--- src/rtl/instr_seq_ctl_pkg.sv ---
// Shared opcodes, state encoding and strobe bundle for the instruction sequencer.
// Optional single-step mode is enabled by defining INSTR_SEQ_STEP_EN.
package cpu_pkg;

  localparam logic [2:0] HLT  = 3'd0;
  localparam logic [2:0] SKZ  = 3'd1;
  localparam logic [2:0] ADD  = 3'd2;
  localparam logic [2:0] ANDD = 3'd3;
  localparam logic [2:0] XORR = 3'd4;
  localparam logic [2:0] LDA  = 3'd5;
  localparam logic [2:0] STO  = 3'd6;
  localparam logic [2:0] JMP  = 3'd7;

  typedef enum logic [3:0] {
    IDLE,
    S0, S1, S2, S3,
    S4, S5, S6, S7,
    HALTED,
    WAIT
  } state_t;

  typedef struct packed {
    logic inc_pc;
    logic load_pc;
    logic load_ir;
    logic load_acc;
    logic rd;
    logic wr;
    logic datactl_ena;
    logic halt;
  } row_t;

  function automatic logic is_alu_op(input logic [2:0] op);
    return (op == ADD) || (op == ANDD) ||
           (op == XORR) || (op == LDA);
  endfunction

endpackage

--- src/rtl/instr_seq_ctl_if.sv ---
// Sequencer <-> datapath strobe bundle.
// step/stalled exist only when INSTR_SEQ_STEP_EN is defined.
interface instr_seq_if #(
  parameter int OP_W = 3
);
  logic            ena;
  logic [OP_W-1:0] opcode;
  logic            zero;
  logic            inc_pc;
  logic            load_pc;
  logic            load_ir;
  logic            load_acc;
  logic            rd;
  logic            wr;
  logic            datactl_ena;
  logic            halt;
`ifdef INSTR_SEQ_STEP_EN
  logic            step;
  logic            stalled;

  modport master (
    input  ena, opcode, zero, step,
    output inc_pc, load_pc, load_ir, load_acc,
    output rd, wr, datactl_ena, halt, stalled
  );

  modport slave (
    output ena, opcode, zero, step,
    input  inc_pc, load_pc, load_ir, load_acc,
    input  rd, wr, datactl_ena, halt, stalled
  );
`else
  modport master (
    input  ena, opcode, zero,
    output inc_pc, load_pc, load_ir, load_acc,
    output rd, wr, datactl_ena, halt
  );

  modport slave (
    output ena, opcode, zero,
    input  inc_pc, load_pc, load_ir, load_acc,
    input  rd, wr, datactl_ena, halt
  );
`endif
endinterface

--- src/rtl/instr_seq_ctl.sv ---
// 8-state instruction-cycle sequencer with registered Moore strobes.
// Define INSTR_SEQ_STEP_EN to park in WAIT after S7 until a step rising edge.
module instr_seq_ctl
  import cpu_pkg::*;
#(
  parameter int OP_W = 3
) (
  input  logic        clk,
  input  logic        rst,
  instr_seq_if.master io
);

  state_t          state, nxt;
  logic [OP_W-1:0] op_q, op_d;
  row_t            row_q, row_d;
  logic            alu, jmp, sto, skz;

  assign alu = is_alu_op(op_q);
  assign jmp = (op_q == JMP);
  assign sto = (op_q == STO);
  assign skz = (op_q == SKZ);

`ifdef INSTR_SEQ_STEP_EN
  logic step_q, step_rise;

  assign step_rise  = io.step & ~step_q;
  assign io.stalled = (state == WAIT);
`endif

  always_ff @(posedge clk) begin
    if (!rst) begin
      state <= IDLE;
      op_q  <= '0;
      row_q <= '0;
`ifdef INSTR_SEQ_STEP_EN
      step_q <= 1'b0;
`endif
    end else begin
      state <= nxt;
      op_q  <= op_d;
      row_q <= row_d;
`ifdef INSTR_SEQ_STEP_EN
      step_q <= io.step;
`endif
    end
  end

  always_comb begin
    nxt   = state;
    op_d  = op_q;
    row_d = '0;

    if (state == HALTED) begin
      nxt = HALTED;
    end else if (!io.ena) begin
      nxt = IDLE;
    end else begin
      unique case (state)
        IDLE: nxt = S0;
        S0:   nxt = S1;
        S1:   nxt = S2;
        S2: begin
          nxt  = S3;
          op_d = io.opcode;
        end
        S3:   nxt = (op_q == HLT) ? HALTED : S4;
        S4:   nxt = S5;
        S5:   nxt = S6;
        S6:   nxt = S7;
`ifdef INSTR_SEQ_STEP_EN
        S7:   nxt = WAIT;
        WAIT: nxt = step_rise ? S0 : WAIT;
`else
        S7:   nxt = S0;
`endif
        default: nxt = IDLE;
      endcase
    end

    // rows are loaded on the edge that enters the state
    unique case (nxt)
      S0: begin
        row_d.rd      = 1'b1;
        row_d.load_ir = 1'b1;
      end
      S1: begin
        row_d.rd      = 1'b1;
        row_d.load_ir = 1'b1;
        row_d.inc_pc  = 1'b1;
      end
      S3: row_d.inc_pc = 1'b1;
      S4: begin
        row_d.rd          = alu;
        row_d.load_pc     = jmp;
        row_d.datactl_ena = sto;
      end
      S5: begin
        row_d.rd          = alu;
        row_d.load_acc    = alu;
        row_d.load_pc     = jmp;
        row_d.inc_pc      = jmp | (skz & io.zero);
        row_d.wr          = sto;
        row_d.datactl_ena = sto;
      end
      S6: begin
        row_d.rd          = alu;
        row_d.datactl_ena = sto;
      end
      S7:     row_d.inc_pc = skz & io.zero;
      HALTED: row_d.halt   = 1'b1;
      default: row_d = '0;
    endcase
  end

  assign io.inc_pc      = row_q.inc_pc;
  assign io.load_pc     = row_q.load_pc;
  assign io.load_ir     = row_q.load_ir;
  assign io.load_acc    = row_q.load_acc;
  assign io.rd          = row_q.rd;
  assign io.wr          = row_q.wr;
  assign io.datactl_ena = row_q.datactl_ena;
  assign io.halt        = row_q.halt;

endmodule

--- src/flat_wrapper.sv ---
// flat-port wrapper written by rule: the top's interface ports become plain ports
module instr_seq_ctl_flat import cpu_pkg::*;
#(
  parameter int OP_W = 3
)
  (clk, rst, io_ena, io_opcode, io_zero, io_inc_pc, io_load_pc, io_load_ir, io_load_acc, io_rd, io_wr, io_datactl_ena, io_halt);
  instr_seq_if #(.OP_W(OP_W)) io_i ();
  input  logic clk;
  input  logic rst;
  input wire logic [$bits(io_i.ena)-1:0] io_ena;
  input wire logic [$bits(io_i.opcode)-1:0] io_opcode;
  input wire logic [$bits(io_i.zero)-1:0] io_zero;
  output wire logic [$bits(io_i.inc_pc)-1:0] io_inc_pc;
  output wire logic [$bits(io_i.load_pc)-1:0] io_load_pc;
  output wire logic [$bits(io_i.load_ir)-1:0] io_load_ir;
  output wire logic [$bits(io_i.load_acc)-1:0] io_load_acc;
  output wire logic [$bits(io_i.rd)-1:0] io_rd;
  output wire logic [$bits(io_i.wr)-1:0] io_wr;
  output wire logic [$bits(io_i.datactl_ena)-1:0] io_datactl_ena;
  output wire logic [$bits(io_i.halt)-1:0] io_halt;
  assign io_i.ena = io_ena;
  assign io_i.opcode = io_opcode;
  assign io_i.zero = io_zero;
  assign io_inc_pc = io_i.inc_pc;
  assign io_load_pc = io_i.load_pc;
  assign io_load_ir = io_i.load_ir;
  assign io_load_acc = io_i.load_acc;
  assign io_rd = io_i.rd;
  assign io_wr = io_i.wr;
  assign io_datactl_ena = io_i.datactl_ena;
  assign io_halt = io_i.halt;
  instr_seq_ctl #(.OP_W(OP_W)) u_core (.clk(clk), .rst(rst), .io(io_i));
endmodule
--- config.mk ---
export PLATFORM = sky130hd
export DESIGN_NAME = instr_seq_ctl_flat
export DESIGN_NICKNAME = d
export VERILOG_FILES = /design/src/rtl/instr_seq_ctl_pkg.sv /design/src/rtl/instr_seq_ctl_if.sv /design/src/rtl/instr_seq_ctl.sv /design/src/flat_wrapper.sv
export SDC_FILE = /design/constraint.sdc
export NUM_CORES = 1
export LEC_CHECK = 0
export ABC_AREA = 1
export CORE_MARGIN = 2
export CORE_UTILIZATION = 45
export CTS_BUF_LIST = sky130_fd_sc_hd__clkbuf_16
export DETAILED_ROUTE_END_ITERATION = 7
export PLACE_DENSITY_LB_ADDON = 0.1
export SLEW_MARGIN = 20
export SYNTH_ARGS = -nofsm -noshare
export SYNTH_HDL_FRONTEND = slang
export SYNTH_SLANG_ARGS = --single-unit
--- constraint.sdc ---
create_clock -name clk -period 1.6 [get_ports clk]
set_clock_uncertainty 0.2 [all_clocks]
set_input_delay 0.24 -clock clk [delete_from_list [all_inputs] [get_ports clk]]
set_output_delay 0.24 -clock clk [all_outputs]
set_load 0.05 [all_outputs]
Yosys cells after proc, flatten, opt, wreduce, memory -nomap -nowiden
Cells that the tools add are included.
{ "op_classes": {"n_eq_ne": 24, "mux": 8, "bitwise": 3, "reduce_logical": 14} }
{ "ops": {"columns": ["cell", "n"], "rows": [
  ["equality test 4 x 3 -> 1 bit, second input constant", 8],
  ["one-hot mux 4 bit (8 select lines)", 1],
  ["equality test 4 bit, second input constant", 4],
  ["equality test 3 bit, second input constant", 4],
  ["equality test 4 x 2 -> 1 bit, second input constant", 3],
  ["two-way mux 4 bit", 3],
  ["equality test 4 x 1 -> 1 bit, second input constant", 2],
  ["OR reduction 2 bit", 4],
  ["equality test 3 x 2 -> 1 bit, second input constant", 2],
  ["AND reduction 2 bit", 3],
  ["zero test 4 bit", 1],
  ["equality test 3 x 1 -> 1 bit, second input constant", 1],
  ["zero test 3 bit", 1],
  ["logical OR 1 bit", 3],
  ["one-hot mux 1 bit (3 select lines)", 1],
  ["AND reduction 3 bit", 1],
  ["OR reduction 3 bit", 1],
  ["two-way mux 1 bit", 2],
  ["one-hot mux 1 bit (2 select lines)", 1],
  ["AND 1 bit", 1],
  ["inverter 1 bit", 1],
  ["bitwise OR 1 bit", 1]
]} }
{ "totals": {"input_bits": 7, "elab_cells": 59, "register_bits": 15} }

Depth between registers and ports, before layout
Gate-level depths: netlist (run 1).
{ "logic_depth": {"ltp_word": 8, "mapped_depth": 11} }

Worst setup path after synthesis (run 1)
OpenSTA, ideal clock, no wires.
{ "synth_timing": {"path_kind": "flip-flop to flip-flop", "start": "register u_core.state[2]", "end": "register u_core.row_q (netlist bit u_core.io.load_pc)", "t_required_ns": 1.284, "stages_incl_launch_ff": 8, "n_path_buf": 0, "synth_period_minus_slack_ns": 1.352, "slack_ns": 0.248, "arrival_time_ns": 1.037, "cell_sequence": "dfxtp_1 inv_1 nand4_1 nand2_4 nor2_2 inv_2 nand2_1 and3_1"} }
{ "synth_via": {"elab_chain_cells": 8, "elab_cells_between_ends": 18, "classes_between": "eq/ne: 11; mux: 3; reduce/logical: 4"} }
{ "synth_lines": {"columns": ["element", "line", "source"], "rows": [
  ["start: declaration", "instr_seq_ctl.sv:13", "state_t state, nxt;"],
  ["start signal: assignment", "instr_seq_ctl.sv:39", "state <= nxt;"],
  ["equality test 4 bit or zero test 4 bit (tied branches)", "instr_seq_ctl.sv:58", "unique case (state)"],
  ["OR reduction 2 bit (no source line)", null, null],
  ["one-hot mux 4 bit (8 select lines)", "instr_seq_ctl.sv:58", null],
  ["two-way mux 4 bit", "instr_seq_ctl.sv:55", "end else if (!io.ena) begin"],
  ["two-way mux 4 bit (*)", "instr_seq_ctl.sv:53", "if (state == HALTED) begin"],
  ["equality test 4 x 3 -> 1 bit", "instr_seq_ctl.sv:81", "unique case (nxt)"],
  ["OR reduction 2 bit (no source line) (*)", null, null],
  ["AND reduction 2 bit (no source line) (*)", null, null],
  ["end signal: assignment", "instr_seq_ctl.sv:41", "row_q <= row_d;"],
  ["end: declaration", "instr_seq_ctl.sv:15", "row_t row_q, row_d;"]
]} }
Mark *: on every way between the ends. The rest lies on a longest branch, timed or not.
A chain may end at the register's enable or synchronous reset.

Worst setup path in the final report (run 1)
{ "layout_timing": {"start": "register u_core.op_q[1]", "end": "register u_core.row_q (netlist bit u_core.io.inc_pc)"} }
{ "layout_via": {"elab_chain_cells": 8, "elab_cells_between_ends": 15, "classes_between": "eq/ne: 6; mux: 5; bitwise: 2; reduce/logical: 2"} }
{ "layout_lines": {"columns": ["element", "line", "source"], "rows": [
  ["start: declaration", "instr_seq_ctl.sv:14", "logic [OP_W-1:0] op_q, op_d;"],
  ["start signal: assignment", "instr_seq_ctl.sv:40", "op_q <= op_d;"],
  ["zero test 3 bit", "instr_seq_ctl.sv:66", "S3: nxt = (op_q == HLT) ? HALTED : S4;"],
  ["two-way mux 4 bit", "instr_seq_ctl.sv:66", null],
  ["one-hot mux 4 bit (8 select lines)", "instr_seq_ctl.sv:58", null],
  ["two-way mux 4 bit", "instr_seq_ctl.sv:55", null],
  ["two-way mux 4 bit", "instr_seq_ctl.sv:53", null],
  ["equality test 4 x 2 -> 1 bit or equality test 4 x 3 -> 1 bit (tied branches)", "instr_seq_ctl.sv:81", null],
  ["OR reduction 2 bit (no source line)", null, null],
  ["one-hot mux 1 bit (3 select lines) (*)", "instr_seq_ctl.sv:81", null]
]} }
Marks and branches as above.

==> results of run 1 <==
cell type report:
type | instances | area (um2)
clock buffer | 3 | 75.1
clock inverter | 1 | 5.00
fill | 106 | 440
inverter | 17 | 71.3
multi-input combinational | 64 | 397
sequential | 15 | 300
tap | 16 | 20.0
timing repair buffer | 18 | 250
repair_timing:
| action | CTS | global route |
|---|---|---|
| buffers inserted | 0 | 1 |
| endpoints found under the hold margin | 0 | 0 |
| endpoints found under the setup margin | 0 | 2 |
| gates resized for setup | 0 | 0 |
| hold buffers | 0 | 0 |
routing by layer:
| layer | share of wire (%) | routed length, um |
|---|---|---|
| met5 | 0 | 0 |
| met4 | 2.8 | 41 |
| met3 | 4.6 | 69 |
| met2 | 47 | 697 |
| met1 | 46 | 677 |
cells by family after synthesis:
kind of cell           Yosys count  synth area share (%)
AOI/OAI and AO/OA                8                  6.63
buffers and inverters           18                  9.87
DFF                             15                  38.8
and+or+nand+nor                 56                  44.7
critical path, delay by kind of cell (launching register included):
kind                   cells  cell delay (ns)
AO/OA/AOI/OAI              1             0.11
buffers and inverters      1             0.06
flip-flops                 1             0.33
AND/OR/NAND/NOR            9             0.76
flip-flops by register name (all words and copies together), names as in the netlist:
name and cells:
u_core.io.load_acc 1, u_core.io.wr 1, u_core.state 4, u_core.io.load_ir 1
u_core.io.datactl_ena 1, u_core.io.halt 1, u_core.io.load_pc 1, u_core.op_q 3
u_core.io.inc_pc 1, u_core.io.rd 1
power by group through the flow:
stage                     registers [mW]  clock network (mW)  logic, mW
final                              0.387               0.490      0.110
after detailed placement           0.395                   0      0.110
after global routing               0.388               0.506      0.119
after global placement             0.395                   0      0.109
after CTS                          0.388               0.491      0.110
after floorplan                    0.408                   0     0.0468
stage by stage:
| step | hold slack, ns | cells | power [mW] | setup TNS, ns | util, % |
|---|---|---|---|---|---|
| 6_report | 0.277 | 134 | 0.988 | 0 | 71.7 |
| 5_1_grt | 0.305 | 134 | 1.01 | -0.00277 | 71.7 |
| 4_1_cts | 0.277 | 133 | 0.988 | 0 | 71.3 |
| 3_5_place_dp | 0.269 | 129 | 0.504 | -0.647 | 66.1 |
| 3_3_place_gp | 0.268 | 129 | 0.503 | -0.387 | 66.1 |
| 2_1_floorplan | 0.193 | 97 | 0.455 | 0 | - |
worst paths after layout:
| path | to | slack, ns | cells after the start |
|---|---|---|---|
| max reg2reg | u_core.io.inc_pc | 0.1 | 11 |
| max | u_core.io.inc_pc | 0.1 | 11 |
| min reg2reg | u_core.op_q[2] | 0.28 | 2 |
| min | u_core.op_q[2] | 0.28 | 2 |
cells in the final DEF (no fill, tap or decap), drive strengths merged:
master and count:
inv 17, nor4 2, nand3 10, buf 12, clkdlybuf4s50 6, nand4 1
nand2 30, clkbuf 3, nor2 9, dfxtp 15, and3 2, nand3b 1
a21oi 6, nor3b 1, clkinv 1, o21ai 2
==> results by group, run 1 <==
Run status
  • Status: completed

GRT
  • GR met1 Demand/Resource: a little over a fifth
  • Global-route wire length before repair: roughly 2600 um
  • Met3 Use GR: 3.97%
  • Most used routing layer: met2
  • Largest net degree at the start of global routing: 10
  • Initial antenna violation count: 0
  • Total grt overflow: 0
  • Grt met2 use: 29.9%
  • Vias in the first global route: 659
  • GRT Total Usage: 18.5%

Placement
  • Routability cong.: approximately 0.90
  • Post-DP Area: roughly 1000 um2
  • PortBufs: 14
  • DP Wirelength: around 1100 um
  • Post-Place Worst Slack: -0.119 ns

Run
  • MaxCap Viol Count: 0

Yosys
  • Number of flops mapped to enable cells by yosys: 0
  • Cell count after synthesis: 97
  • Top-count cell post-synth: nand2_1
  • Share of the synthesized area in the top cell type: between 30% and 40%
  • Sequential share of the synthesized area: around two fifths
  • Synth cell count leaders: nand2_1, dfxtp_1, inv_1
  • Distinct cells, synth: 26
  • Top_reg_cell synth: dfxtp_1
  • Synthesis warning total: 0
  • Async set-reset flop share out of synthesis: 0%
  • Cell accounting for the most synthesized area: dfxtp_1
  • Top cells by area, synth: dfxtp_1, nand2_1, nand2_2, inv_1, nand3_1
  • Synthesized area per cell: roughly 8 um2
  • Synthesized area: between 700 and 800 um2
  • Syn_nets: 104
  • Yosys reg bits: 15

Setup path
  • Critical path class: reg2reg
  • Setup crit start kind: flop
  • Reg-to-Reg Start: u_core.op_q[1]
  • Worst path cell trace: inv_1, nand2_1, nor2_1, nand2_1, nand2_1, nand2_1, nand2_2, nand2_1, nand2_1, nand2_1, a21oi_1
  • Worst Setup SP: u_core.op_q[1]
  • CP Data Required Time: ~1.6 ns
  • Slowest Stage Delay on Critical Path: approximately 0.33 ns
  • Slowest CP cell: dfxtp_1
  • Crit. End Element: flop
  • Critical path fanouts, max: 3
  • Arr. time, crit path: between 1 and 1.5 ns
  • Critical Path Most Common Cell: nand2_1

Route
  • Via Count: between 600 and 700
  • Routed Antenna Nets: 0
  • Starting DRT DRC Count: 25
  • Wire length per cell: ~11 um
  • DRC violations left: 0
  • DR vias/cell: about 4.9
  • Routed WL: 1490 um
  • Detailed-router iteration count before antenna repair: 4

Power and ir drop
  • Clock power share: 49.6%
  • Power Density: between 800 and 900 nW/um2
  • Int Pwr: about 770 uW
  • Pleak: around 0.52 nW
  • Seq pwr share: about 40%
  • Sw frac: between 20% and 30%
  • VDD IR-drop max: 698 uV
  • Logic pwr share: 11.2%
  • Switching power: roughly 220 uW

Floorplanning
  • Die area: roughly 2100 um2
  • Row count: 14
  • Core area: 1560 um2
  • Io pins: 15
  • Die Height: between 40 and 50 um
  • Die width: between 40 and 50 um
  • Starting density of the core: around half

Timing
  • Max_slew headroom: approximately four fifths
  • Worst Tran Pin Value: about 0.3 ns
  • Final period util: 94.0%
  • Minimum clock period: around 1.5 ns
  • Max-slew violation count: 0
  • Fin worst setup slack: between 0.09 and 0.1 ns
  • Final setup fails: 0
  • Final hold viol count: 0
  • F_max: approximately 660 MHz
  • RSZ-0062 raised after global routing: true

Clock tree
  • CTS buffer count: 3
  • Worst-path clk slew: roughly 0.050 ns
  • Root buf cell: clkbuf_16
  • Sink Count: 15
  • # H-tree levels: 1
  • Clock Latency Late Sink: ~0.25 ns
  • Maximum clock path buffer count: 2
  • CTS tree: built

Hold path
  • Worst hold path type: reg2reg
  • Hold_sp: u_core.op_q[2]

Final layout
  • Number of diodes: 0
  • Area Growth Syn to Fin: 44.7%
  • Share of cells above drive strength 1: roughly two fifths
  • Nets@finish: 126
  • Design area: around 1100 um2
No activity file was read; power rests on OpenSTA's default activity.
==> inputs of run 2 (changes only) <==
--- a/config.mk
+++ b/config.mk
@@ -10,6 +10,7 @@
 export CORE_UTILIZATION = 45
 export CTS_BUF_LIST = sky130_fd_sc_hd__clkbuf_16
 export DETAILED_ROUTE_END_ITERATION = 7
+export GPL_TIMING_DRIVEN = 1
 export PLACE_DENSITY_LB_ADDON = 0.1
 export SLEW_MARGIN = 20
 export SYNTH_ARGS = -nofsm -noshare
==> results of run 2 <==
No change in the layout: final DEF, timing and power equal those of run 1.
==> inputs of run 3 (changes only) <==
--- a/config.mk
+++ b/config.mk
@@ -6,13 +6,13 @@
 export NUM_CORES = 1
 export LEC_CHECK = 0
 export ABC_AREA = 1
+export CAP_MARGIN = 20
 export CORE_MARGIN = 2
 export CORE_UTILIZATION = 45
 export CTS_BUF_LIST = sky130_fd_sc_hd__clkbuf_16
 export DETAILED_ROUTE_END_ITERATION = 7
 export GPL_TIMING_DRIVEN = 1
 export PLACE_DENSITY_LB_ADDON = 0.1
-export SLEW_MARGIN = 20
 export SYNTH_ARGS = -nofsm -noshare
 export SYNTH_HDL_FRONTEND = slang
 export SYNTH_SLANG_ARGS = --single-unit
==> results of run 3 <==
No change in the layout: final DEF, timing and power equal those of run 1.
